--- config.mk ---
export PLATFORM = sky130hd
export DESIGN_NAME = mont_mod_exp_conv_out
export DESIGN_NICKNAME = d
export VERILOG_FILES = /design/src/rtl/mont_mod_exp_conv_out.sv
export SDC_FILE = /design/constraint.sdc
export NUM_CORES = 1
export LEC_CHECK = 0
export ABC_AREA = 1
export BUFFER_PORTS_ARGS = -buffer_cell sky130_fd_sc_hd__buf_2
export CORE_MARGIN = 2
export CORE_UTILIZATION = 45
export DETAILED_ROUTE_END_ITERATION = 6
export GPL_ROUTABILITY_DRIVEN = 0
export PLACE_DENSITY = 0.6
export REMOVE_ABC_BUFFERS = 1
export SLEW_MARGIN = 15
export SYNTH_ARGS = -nofsm -noshare
export SYNTH_HDL_FRONTEND = slang
export SYNTH_SLANG_ARGS = --single-unit
--- constraint.sdc ---
create_clock -name clk -period 3.5 [get_ports clk]
set_clock_uncertainty 0.05 [all_clocks]
set_input_delay 0.175 -clock clk [delete_from_list [all_inputs] [get_ports clk]]
set_output_delay 0.175 -clock clk [all_outputs]
set_load 0.1 [all_outputs]
--- src/rtl/mont_mod_exp_conv_out.sv ---
// Montgomery exponentiation output stage: converts result_mont out of Montgomery
// form (x * R^-1 mod n, R = 2^NBITS) by bit-serial REDC plus one conditional subtract.
module mont_mod_exp_conv_out #(
  parameter int unsigned NBITS = 32
) (
  input  logic               clk,
  input  logic               reset,
  input  logic [2*NBITS-1:0] istream_msg,
  input  logic               istream_val,
  output logic               istream_rdy,
  output logic [NBITS-1:0]   ostream_msg,
  output logic               ostream_val,
  input  logic               ostream_rdy
);

  localparam int unsigned CW = (NBITS > 1) ? $clog2(NBITS) : 1;
  localparam int unsigned TW = NBITS + 1;
  localparam logic [CW-1:0] LAST = CW'(NBITS - 1);

  typedef enum logic [1:0] {IDLE, CALC, FIX, DONE} state_t;

  state_t          state, state_next;
  logic [NBITS:0]  t, t_next;
  logic [NBITS-1:0] n_reg, n_next;
  logic [CW-1:0]   cnt, cnt_next;
  logic [NBITS:0]  n_ext;

  assign n_ext = {1'b0, n_reg};

  always_ff @(posedge clk) begin
    if (!reset) begin
      state <= IDLE;
      cnt   <= '0;
      t     <= '0;
      n_reg <= '0;
    end else begin
      state <= state_next;
      cnt   <= cnt_next;
      t     <= t_next;
      n_reg <= n_next;
    end
  end

  always_comb begin
    state_next = state;
    cnt_next   = cnt;
    t_next     = t;
    n_next     = n_reg;
    case (state)
      IDLE: begin
        if (istream_val) begin
          t_next     = {1'b0, istream_msg[NBITS-1:0]};
          n_next     = istream_msg[2*NBITS-1:NBITS];
          cnt_next   = '0;
          state_next = CALC;
        end
      end
      CALC: begin
        // Sum is widened by one bit so the adder carry survives the shift.
        if (t[0])
          t_next = TW'(({1'b0, t} + {2'b00, n_reg}) >> 1);
        else
          t_next = t >> 1;
        if (cnt == LAST) begin
          cnt_next   = '0;
          state_next = FIX;
        end else begin
          cnt_next = cnt + 1'b1;
        end
      end
      FIX: begin
        if (t >= n_ext)
          t_next = t - n_ext;
        state_next = DONE;
      end
      DONE: begin
        if (ostream_rdy)
          state_next = IDLE;
      end
      default: state_next = IDLE;
    endcase
  end

  assign istream_rdy = (state == IDLE);
  assign ostream_val = (state == DONE);
  assign ostream_msg = t[NBITS-1:0];

endmodule

==> impl_metrics.json <==
{
  "outcome": "finished, violations left",
  "violations": "design-rule violations",
  "num-nets-final": 1777,
  "via_per_inst": 5.24,
  "largest_register_ffs": 33,
  "antenna_cells": 0,
  "setup_viol": 0,
  "ios": 102,
  "synthCells": 1605,
  "grt_max_degree": 44,
  "slew_violations": 0,
  "hold_viol_final": 0,
  "cts_max_level": 3,
  "fmax_ghz": 0.331,
  "yosys.cell_types.count": 40,
  "fillers": 2185,
  "crit_path_end_kind": "flip-flop",
  "synth_seq_cells": 72,
  "ys_seq_area_frac": 0.164,
  "rsz0062_at_grt": "false",
  "die_x_um": 144,
  "start_util": 0.455,
  "gr-total-overflow": 0,
  "postCtsSetupBuffers": 0,
  "clock_sinks": 72,
  "finalCriticalPeriod_ns": 3.02,
  "critPathKind": "flip-flop to flip-flop",
  "avgSynthCellArea_um2": 5.47,
  "grt_pass1_wl_um": 47500,
  "postRouteAntennaNets": 0,
  "clk_pin_slew_ns": 0.07,
  "worst_ep_arrival_time_ns": 3.21,
  "cts_made_buffers": 9,
  "wirelength_um": 31200,
  "worst_pin_slew_ns": 0.842,
  "drive_above_1_share": 0.0981,
  "wl_per_cell_um": 16.4,
  "holdBufCountCts": 0,
  "drtIter0Drc": 910,
  "track_usage": 0.302,
  "maxSlewHeadroom": 0.439,
  "dpl_worst_slack_ns": 0.597,
  "clk_latency_ns": 0.37,
  "hpwl_um": 24400,
  "antenna_found_initial": 0,
  "reg2reg_setup_slack_ns": 0.48,
  "syn_area_um2": 8770,
  "drv_cap": 0,
  "path_max_fanout": 28,
  "dieArea_um2": 20600,
  "layout_common_cells": "nand2_1, inv_1, nor2_1, a21oi_1, nand3_1",
  "dp.cells": 1891,
  "cts_tree": "done",
  "drc": 4,
  "syn2layout_area_growth_pct": 8.24,
  "setup_ws_ns": 0.479,
  "required_ns": 3.68,
  "yosys_warnings": 0,
  "num_vias": 9990,
  "holdCritPathClass": "input port to flip-flop",
  "firstDrtPassIters": 7,
  "start_kind": "flip-flop",
  "cts_buffer_depth": 2,
  "core-area_um2": 19300,
  "cts_resized": 0,
  "stdcell_count": 1907,
  "die_h_um": 144,
  "root_buffer": "clkbuf_16",
  "io_buffers": 101,
  "period_share": 0.863,
  "layout_commonest_cell": "nand2_1",
  "grt_pass1_vias": 8934,
  "rows": 51
}
critical path, cell delays in order, from the launching register on:
cell and delay, ns:
dfxtp_2 0.34, buf_4 0.32, ha_1 0.26, inv_1 0.05
o21ai_0 0.40, nand3_1 0.22, nand2_1 0.19, nand2_1 0.06
nand2_1 0.17, xor2_1 0.09, o21ai_0 0.38, nand2_1 0.17
nand3_1 0.11, a21oi_1 0.07
cells in the mapped netlist:
master | count | area share
nor4_1 | 1 | 0.00071
buf_6 | 4 | 0.0051
a22oi_1 | 1 | 0.00086
nand2_4 | 1 | 0.0013
ha_1 | 70 | 0.10
nor2_2 | 4 | 0.0029
nand3_2 | 1 | 0.0011
xor2_1 | 7 | 0.0070
nand2_1 | 457 | 0.20
fa_1 | 2 | 0.0046
or2_2 | 10 | 0.0071
nor3_2 | 1 | 0.0011
buf_4 | 43 | 0.037
inv_1 | 256 | 0.11
a31oi_1 | 3 | 0.0021
buf_1 | 2 | 0.00086
a211oi_1 | 1 | 0.00086
nand4_1 | 12 | 0.0086
nand3_1 | 120 | 0.068
a21oi_1 | 131 | 0.075
nand2_2 | 4 | 0.0029
dfxtp_1 | 72 | 0.16
buf_2 | 15 | 0.0086
nand3b_4 | 1 | 0.0023
o21bai_1 | 10 | 0.0086
xnor2_1 | 1 | 0.0010
o21ai_0 | 97 | 0.055
clkbuf_1 | 31 | 0.013
a211o_1 | 1 | 0.0010
inv_2 | 2 | 0.00086
o221ai_1 | 3 | 0.0030
nor2_1 | 201 | 0.086
nor3_1 | 13 | 0.0074
inv_4 | 1 | 0.00071
o21ai_1 | 21 | 0.012
clkinv_1 | 1 | 0.00043
o211ai_1 | 1 | 0.00086
and2_1 | 1 | 0.00071
a21oi_2 | 1 | 0.0010
o2111ai_1 | 1 | 0.0010
final timing paths:
kind,cells past startpoint,endpoint,startpoint
max,13,t[14]$_SDFFE_PN0P_,t[0]$_SDFFE_PN0P_
min,3,n_reg[0]$_SDFFE_PN0P_,istream_msg[32]
max reg2reg,13,t[14]$_SDFFE_PN0P_,t[0]$_SDFFE_PN0P_
min reg2reg,2,n_reg[31]$_SDFFE_PN0P_,n_reg[31]$_SDFFE_PN0P_
metrics by stage:
stage	utilization	hold WS [ns]	setup TNS, ns	area (um2)
2_1_floorplan	-	0.261	-20.31	8210
3_3_place_gp	0.476	0.400	0	9160
3_5_place_dp	0.476	0.412	0	9160
4_1_cts	0.493	0.0217	0	9500
5_1_grt	0.493	0.0372	0	9500
6_report	0.493	0.0299	0	9500
routing by layer:
layer,vias to the layer above,track usage,wire length [um]
met1,4485,0.427,14500
met3,42,0.0683,2930
li1,5047,-,-
met5,-,0,0
met2,416,0.462,13100
met4,0,0.0810,661
logic make-up after synthesis:
| logic type | count (synthesis) | synth area share |
|---|---|---|
| compound gates | 271 | 0.161 |
| fa+ha+maj | 72 | 0.104 |
| simple gates | 827 | 0.386 |
| xor+xnor | 8 | 0.00799 |
| flops | 72 | 0.164 |
| buf+inv | 355 | 0.176 |
layout make-up:
type / instances / area, um2 / share of cell area
Clock buffer: 9 / 225 / 0.0237
Clock inverter: 7 / 109 / 0.0115
Timing Repair Buffer: 116 / 618 / 0.0651
Sequential cell: 72 / 1440 / 0.152
Inverter: 260 / 978 / 0.103
Multi-Input combinational cell: 1178 / 5790 / 0.610
Tap cell: 265 / 332 / 0.0349
Power is not shown: default switching activity piles up to over one toggle a cycle in this logic, so the estimate is an artifact.
